--- src/rtl/mem_port_arbiter_pkg.sv ---
// mem_port_arbiter_pkg
// Shared encodings for the unified-memory arbiter: FSM state and access owner.
// Imported by mem_port_arbiter and mem_arb_lat_cnt.
package mem_port_arbiter_pkg;

  typedef enum logic [1:0] {
    IDLE  = 2'd0,
    ISSUE = 2'd1,
    WAIT  = 2'd2,
    RESP  = 2'd3
  } arb_state_e;

  typedef enum logic {
    OWN_IF = 1'b0,
    OWN_DM = 1'b1
  } arb_owner_e;

endpackage

--- src/rtl/mem_arb_lat_cnt.sv ---
// mem_arb_lat_cnt
// Loadable up-counter that times the fixed memory read latency.
// Ports:
//   clk      system clock, rising edge
//   rst      asynchronous active-low reset (count = 0)
//   start_i  load the count with 1 (first WAIT cycle sees 1)
//   enable_i advance the count, saturating at LAT
//   done_o   count == LAT
module mem_arb_lat_cnt
  import mem_port_arbiter_pkg::*;
#(
  parameter int LAT = 2
) (
  input  logic clk,
  input  logic rst,
  input  logic start_i,
  input  logic enable_i,
  output logic done_o
);

  localparam int CW = (LAT < 1) ? 1 : $clog2(LAT + 1);
  localparam logic [CW-1:0] LAT_C = CW'(LAT);
  localparam logic [CW-1:0] ONE_C = CW'(1);

  logic [CW-1:0] cnt_q, cnt_d;

  always_comb begin
    cnt_d = cnt_q;
    if (start_i) begin
      cnt_d = ONE_C;
    end else if (enable_i && (cnt_q != LAT_C)) begin
      cnt_d = cnt_q + ONE_C;
    end
  end

  always_ff @(posedge clk or negedge rst) begin
    if (!rst) begin
      cnt_q <= '0;
    end else begin
      cnt_q <= cnt_d;
    end
  end

  assign done_o = (cnt_q == LAT_C);

endmodule

--- src/rtl/mem_port_arbiter.sv ---
// mem_port_arbiter
// Shares one single-port, fixed-latency memory between the IF and DM stages.
// DM wins contention; each access runs IDLE -> ISSUE -> WAIT (LAT cycles) -> RESP.
// Optional macro MEM_ARB_STARVE_GUARD_EN: after STARVE_MAX consecutive DM grants
// made while IF was waiting, the next arbitration goes to IF.
// Ports:
//   clk, rst                      clock, asynchronous active-low reset
//   if_req/if_addr                fetch request (held until stall drops)
//   if_rdata/if_stall             registered fetch data, fetch stall
//   dm_req/dm_we/dm_addr/dm_wdata/dm_be  data request
//   dm_rdata/dm_stall             registered load data, data stall
//   mem_en/mem_we/mem_addr/mem_wdata/mem_be  registered memory strobes
//   mem_rdata                     memory read data, valid LAT cycles after mem_en
//   busy                          high whenever the FSM is not in IDLE
module mem_port_arbiter
  import mem_port_arbiter_pkg::*;
#(
  parameter int AW         = 32,
  parameter int DW         = 32,
  parameter int LAT        = 2,
  parameter int STARVE_MAX = 4
) (
  input  logic            clk,
  input  logic            rst,
  input  logic            if_req,
  input  logic [AW-1:0]   if_addr,
  output logic [DW-1:0]   if_rdata,
  output logic            if_stall,
  input  logic            dm_req,
  input  logic            dm_we,
  input  logic [AW-1:0]   dm_addr,
  input  logic [DW-1:0]   dm_wdata,
  input  logic [DW/8-1:0] dm_be,
  output logic [DW-1:0]   dm_rdata,
  output logic            dm_stall,
  output logic            mem_en,
  output logic            mem_we,
  output logic [AW-1:0]   mem_addr,
  output logic [DW-1:0]   mem_wdata,
  output logic [DW/8-1:0] mem_be,
  input  logic [DW-1:0]   mem_rdata,
  output logic            busy
);

  if (LAT < 1 || (DW % 8) != 0 || STARVE_MAX < 1) begin : g_bad_params
    $error("mem_port_arbiter: illegal parameter set");
  end

  arb_state_e      state_q;
  arb_owner_e      owner_q;
  logic            store_q;
  logic            if_done_q, dm_done_q, busy_q;
  logic            mem_en_q, mem_we_q;
  logic [AW-1:0]   mem_addr_q;
  logic [DW-1:0]   mem_wdata_q;
  logic [DW/8-1:0] mem_be_q;
  logic [DW-1:0]   if_rdata_q, dm_rdata_q;

  logic req_any, grant_dm, lat_done;

  assign req_any = if_req | dm_req;

`ifdef MEM_ARB_STARVE_GUARD_EN
  localparam int SW = $clog2(STARVE_MAX + 1);
  localparam logic [SW-1:0] STARVE_C = SW'(STARVE_MAX);

  logic [SW-1:0] starve_q, starve_d;
  logic          starved;

  assign starved  = if_req && (starve_q == STARVE_C);
  assign grant_dm = dm_req && !starved;

  // Counts DM grants that left a waiting IF behind; any other arbitration
  // outcome resets the streak. It cannot pass STARVE_C because reaching it
  // forces the next grant to IF.
  always_comb begin
    starve_d = starve_q;
    if (state_q == IDLE && req_any) begin
      if (grant_dm && if_req) begin
        starve_d = starve_q + SW'(1);
      end else begin
        starve_d = '0;
      end
    end
  end

  always_ff @(posedge clk or negedge rst) begin
    if (!rst) begin
      starve_q <= '0;
    end else begin
      starve_q <= starve_d;
    end
  end
`else
  assign grant_dm = dm_req;
`endif

  mem_arb_lat_cnt #(
    .LAT (LAT)
  ) u_lat_cnt (
    .clk      (clk),
    .rst      (rst),
    .start_i  (state_q == ISSUE),
    .enable_i (state_q == WAIT),
    .done_o   (lat_done)
  );

  // RESP always returns to IDLE: the released requester still holds req in
  // that cycle, so arbitrating there would grant it a second time.
  always_ff @(posedge clk or negedge rst) begin
    if (!rst) begin
      state_q     <= IDLE;
      owner_q     <= OWN_IF;
      store_q     <= 1'b0;
      if_done_q   <= 1'b0;
      dm_done_q   <= 1'b0;
      busy_q      <= 1'b0;
      mem_en_q    <= 1'b0;
      mem_we_q    <= 1'b0;
      mem_addr_q  <= '0;
      mem_wdata_q <= '0;
      mem_be_q    <= '0;
      if_rdata_q  <= '0;
      dm_rdata_q  <= '0;
    end else begin
      if_done_q <= 1'b0;
      dm_done_q <= 1'b0;
      case (state_q)
        IDLE: begin
          if (req_any) begin
            state_q  <= ISSUE;
            busy_q   <= 1'b1;
            mem_en_q <= 1'b1;
            if (grant_dm) begin
              owner_q     <= OWN_DM;
              store_q     <= dm_we;
              mem_we_q    <= dm_we;
              mem_addr_q  <= dm_addr;
              mem_wdata_q <= dm_wdata;
              mem_be_q    <= dm_be;
            end else begin
              owner_q     <= OWN_IF;
              store_q     <= 1'b0;
              mem_we_q    <= 1'b0;
              mem_addr_q  <= if_addr;
              mem_wdata_q <= '0;
              mem_be_q    <= '1;
            end
          end
        end
        ISSUE: begin
          state_q  <= WAIT;
          mem_en_q <= 1'b0;
          mem_we_q <= 1'b0;
        end
        WAIT: begin
          if (lat_done) begin
            state_q <= RESP;
            if (owner_q == OWN_IF) begin
              if_rdata_q <= mem_rdata;
              if_done_q  <= 1'b1;
            end else begin
              dm_done_q <= 1'b1;
              if (!store_q) begin
                dm_rdata_q <= mem_rdata;
              end
            end
          end
        end
        RESP: begin
          state_q <= IDLE;
          busy_q  <= 1'b0;
        end
        default: state_q <= IDLE;
      endcase
    end
  end

  assign if_stall  = if_req & ~if_done_q;
  assign dm_stall  = dm_req & ~dm_done_q;
  assign if_rdata  = if_rdata_q;
  assign dm_rdata  = dm_rdata_q;
  assign mem_en    = mem_en_q;
  assign mem_we    = mem_we_q;
  assign mem_addr  = mem_addr_q;
  assign mem_wdata = mem_wdata_q;
  assign mem_be    = mem_be_q;
  assign busy      = busy_q;

endmodule

--- config.mk ---
export PLATFORM = sky130hd
export DESIGN_NAME = mem_port_arbiter
export DESIGN_NICKNAME = d
export VERILOG_FILES = /design/src/rtl/mem_port_arbiter_pkg.sv /design/src/rtl/mem_arb_lat_cnt.sv /design/src/rtl/mem_port_arbiter.sv
export SDC_FILE = /design/constraint.sdc
export NUM_CORES = 1
export LEC_CHECK = 0
export CAP_MARGIN = 20
export CORE_ASPECT_RATIO = 1.1
export CORE_UTILIZATION = 45
export CTS_CLUSTER_DIAMETER = 80
export CTS_CLUSTER_SIZE = 12
export DETAILED_ROUTE_END_ITERATION = 7
export GPL_TIMING_DRIVEN = 0
export PLACE_DENSITY = 0.86
export SYNTH_ARGS = -nofsm -noshare
export SYNTH_HDL_FRONTEND = slang
export SYNTH_SLANG_ARGS = --single-unit
--- constraint.sdc ---
create_clock -name clk -period 3.45 [get_ports clk]
set_input_delay 0.69 -clock clk [delete_from_list [all_inputs] [get_ports clk]]
set_output_delay 0.69 -clock clk [all_outputs]
set_load 0.01 [all_outputs]
# Word-level counts from Yosys, hierarchy flattened
# Index checks and enable logic that the tools add are counted.
# op_classes
mul	0
n_eq_ne	7
mux	21
shift	0
add_sub_neg	1
order_cmp	0
reduce_logical	11
n_bitwise	7
div_mod_pow	0
# op_table
operator	n
$mux W32	2
$mux W1	10
$mux W2	4
$pmux W2 S4	1
$reduce_and A2 Y1	4
$eq A2 B2 Y1 const B	3
$ne A2 B2 Y1 const B	3
$pmux W1 S2	3
$reduce_bool A2 Y1	3
$mux W4	1
$not A1 Y1	4
$reduce_and A4 Y1	1
$reduce_and A3 Y1	1
$add A2 B1 Y2 const B	1
$and A1 B1 Y1	2
$eq A2 B1 Y1 const B	1
$logic_not A2 Y1	1
$logic_and A1 B1 Y1	1
$or A1 B1 Y1	1
# totals
n_memories	0
regBits	143
wordCells	61
latch_bits	0
mem_bits_ro	0
input_bits	137
mem_bits_rw	0
out_inout_bits	137

# Depth between registers and ports, before layout
# depth
ltp_word	4
mapped_depth	7
depth_no_buf	5

# Modules after synthesis
# Synthesis repeated with hierarchy kept, for this count alone.
# hier_totals
hier_cells	410
area_unflattened_um2	5791.8
# by_module_without_submodules
module	instances	cells_each	seq_area_each_um2	area_each_um2
mem_port_arbiter	1	399	3528.4	5666.7
mem_arb_lat_cnt	1	11	50.0	125.1

# Worst setup path before layout
# OpenSTA, ideal clock, no wires.
# synth_timing
path_type	input -> output
start	input dm_req
end	output dm_stall
n_path_buf	2
required_time_ns	2.760
arrival_time_ns	1.203
setup_slack_ns	1.557
stages	3
path_cell_list	buf_6 buf_6 nor2b_1
# synth_between
elab_chain_cells	1
# synth_lines
element	line_no	source
start: declaration	mem_port_arbiter.sv:29	input logic dm_req,
$and A1 B1 Y1	mem_port_arbiter.sv:180	assign dm_stall = dm_req & ~dm_done_q;
end: declaration	mem_port_arbiter.sv:35	output logic dm_stall,
# No other way between the ends.

# Final worst setup path
# Same ends and word-level chain as after synthesis.

==> flow_metrics.env <==
export IMPL_period_minus_slack_ps=3060
export IMPL_n_fill_cell=832
export IMPL_drv_slew=0
export IMPL_ys_seq_area_frac=0.606
export IMPL_critPathKind="primary input to output port"
export IMPL_synth_edf_count=0
export IMPL_async_reset_ff_frac=1.00
export IMPL_die_area_um2=13600
export IMPL_final_cell_area_um2=9440
export IMPL_path_buf_inv=4
export IMPL_rsz0062_at_grt="no"
export IMPL_num_rows=43
export IMPL_clk_pin_slew_worst_paths_ps=60
export IMPL_fin_skew_ps=9.35
export IMPL_cts_hold_buf=0
export IMPL_hold_slack_ps=190
export IMPL_p_per_area_nw_per_um2=912
export IMPL_drive_gt1_frac=0.169
export IMPL_total_power_mw=8.61
export IMPL_drc=23
export IMPL_cts_buffers=17
export IMPL_period_share=0.886
export IMPL_overflow=0
export IMPL_cpMaxStageDelayCell="clkdlybuf4s50_1"
export IMPL_synth_cell_area_um2=5910
export IMPL_synth_cell_types=32
export IMPL_ir_drop_mv=0.524
export IMPL_worst_pin_slew_ps=524
export IMPL_p_leak_nw=4.31
export IMPL_nNetsFinal=849
export IMPL_cp_end_kind="output port"
export IMPL_worstSetupStartpointType="primary input"
export IMPL_grt_pass1_wl_mm=25.3
export IMPL_ys_warnings_count=0
export IMPL_clk_latency_ps=410
export IMPL_ys_ff_latch=143
export IMPL_crit_chain="clkdlybuf4s50_1 -> buf_6 -> buf_6 -> nor2b_1 -> clkdlybuf4s50_1"
export IMPL_fin_cells=873
export IMPL_yosysMostFrequentCell="dfrtp_1"
export IMPL_initial_core_util=0.465
export IMPL_status="finished with violations"
export IMPL_ctsRootBufferMaster="clkbuf_16"
export IMPL_post_place_cells=841
export IMPL_synth_top_cell_area_share=0.606
export IMPL_slowest_delay_ps=570
export IMPL_antenna_found_initial=0
export IMPL_dr_first_iter_drc_count=186
export IMPL_hold_path_class="primary input to async pin"
export IMPL_dominantRegCellSynth="dfrtp_1"
export IMPL_tritoncts="built"
export IMPL_synthTopCellsByCount="dfrtp_1, nand2_1, mux2i_1, mux2_2, a22o_1"
export IMPL_violations="DRC"
export IMPL_critPathTopFamily="buffers and inverters"
export IMPL_max_cap_violations=0
export IMPL_yosysTopAreaCell="dfrtp_1"
export IMPL_cts_htree_levels=4
export IMPL_die_w_um=111
export IMPL_antenna_cells=0
export IMPL_num_io_pins=274
export IMPL_clk_path_buf_depth=2
export IMPL_rrSetupSlack_ps=1600
export IMPL_post_cts_resized=0
export IMPL_grt_pass1_vias=4979
export IMPL_crit_fanout=10
export IMPL_grt_max_degree=102
export IMPL_synthCells=410
export IMPL_setup_viol=0
export IMPL_cts_sinks=143
export IMPL_fmax_mhz=327
export IMPL_cp_required_ps=2760
export IMPL_wirelength_mm=15.9
export IMPL_fp_coreArea_um2=12700
export IMPL_syn_area_per_cell_um2=14.4
export IMPL_postCtsSetupRepairBufs=0
export IMPL_postLayoutCoreUtil=0.744
export IMPL_first_pass_iters=7
export IMPL_area_growth_pct=59.9
export IMPL_cp_arrival_ps=2370
export IMPL_grt_util_all_layers=0.241
export IMPL_die_y_um=122
export IMPL_avgRoutedWirePerCell_um=18.2
export IMPL_vias_per_cell=5.14
export IMPL_io_buffers=273
export IMPL_vias=4487
export IMPL_synth_area_leaders="dfrtp_1, mux2_4, mux2_2, mux2i_1, a22o_1"
export IMPL_synth_fp_nets=556
export IMPL_globalplace_congestion=0.764
export IMPL_hpwl_mm=11.8
export IMPL_drtAntennaViolNets=0
export IMPL_hold_viol_final=0
export IMPL_relSlewSlack=0.651
export IMPL_dpl_instance_area_um2=8860
## per-layer routing
layer,global-route usage,wire (um),vias to the layer above
met3,0.0657,957,40
met5,0,0,-
met2,0.431,8480,183
met4,0.118,404,0
li1,-,-,2039
met1,0.266,6040,2225
## path summary, 6_finish.rpt
check,to,from,depth (start not counted)
min in group clk,mem_addr[26],mem_addr[26],2
setup reg to reg,mem_addr[18],state_q[0],7
hold / removal,if_rdata[18],rst,1
hold reg to reg,mem_addr[26],mem_addr[26],2
max in group asynchronous,owner_q,rst,2
setup / recovery,dm_stall,dm_req,5
## cell usage in the layout (no fill, tap or decap), types with 9 or more instances in the layout
| cell | n |
|---|---|
| nand2_1 | 36 |
| clkbuf_16 | 17 |
| mux2_2 | 34 |
| a22o_1 | 33 |
| mux2i_1 | 35 |
| ha_1 | 9 |
| mux2_4 | 31 |
| clkdlybuf4s50_1 | 272 |
| o21ai_0 | 32 |
| dfrtp_1 | 143 |
## where the power goes
group          switching [mW]  total (mW)  internal (mW)
clock                   0.694        1.78           1.08
sequential              0.501        3.02           2.52
combinational            1.50        3.81           2.31
total                    2.70        8.61           5.92
## sequential cells by signal (all words and copies together), names as in the netlist, 2 cells and up
signal           count
dm_rdata            32
mem_wdata           32
if_rdata            32
state_q              2
mem_be               4
u_lat_cnt.cnt_q      2
mem_addr            32
## layout make-up
cell class	count	area, um2	share of cell area
plain buffers	24	175	0.0185
clock buffers	19	443	0.0469
clock inverters	13	138	0.0146
inverters	6	22.5	0.00238
multi-input cells	237	2130	0.225
flip-flops and latches	143	3580	0.379
well taps	157	196	0.0208
repair buffers	274	2760	0.292
## cells by family (layout without fill, tap and decap cells)
kind of cell / Yosys count / after routing / share of synthesized area
compound gates: 74 / 74 / 0.0892
xor+xnor: 1 / 1 / 0.00148
fa+ha+maj: 9 / 9 / 0.0191
buf+inv: 30 / 336 / 0.0335
flops: 143 / 143 / 0.606
mux: 100 / 100 / 0.203
simple gates: 53 / 53 / 0.0479
## per-stage QoR
stage / setup WS [ps] / setup TNS, ps
finish: 392 / 0
global route: 297 / 0
CTS: 373 / 0
detailed placement: 375 / 0
global placement: -3670 / -523490
floorplan: 1560 / 0
Power figures use the tool's default switching activity.
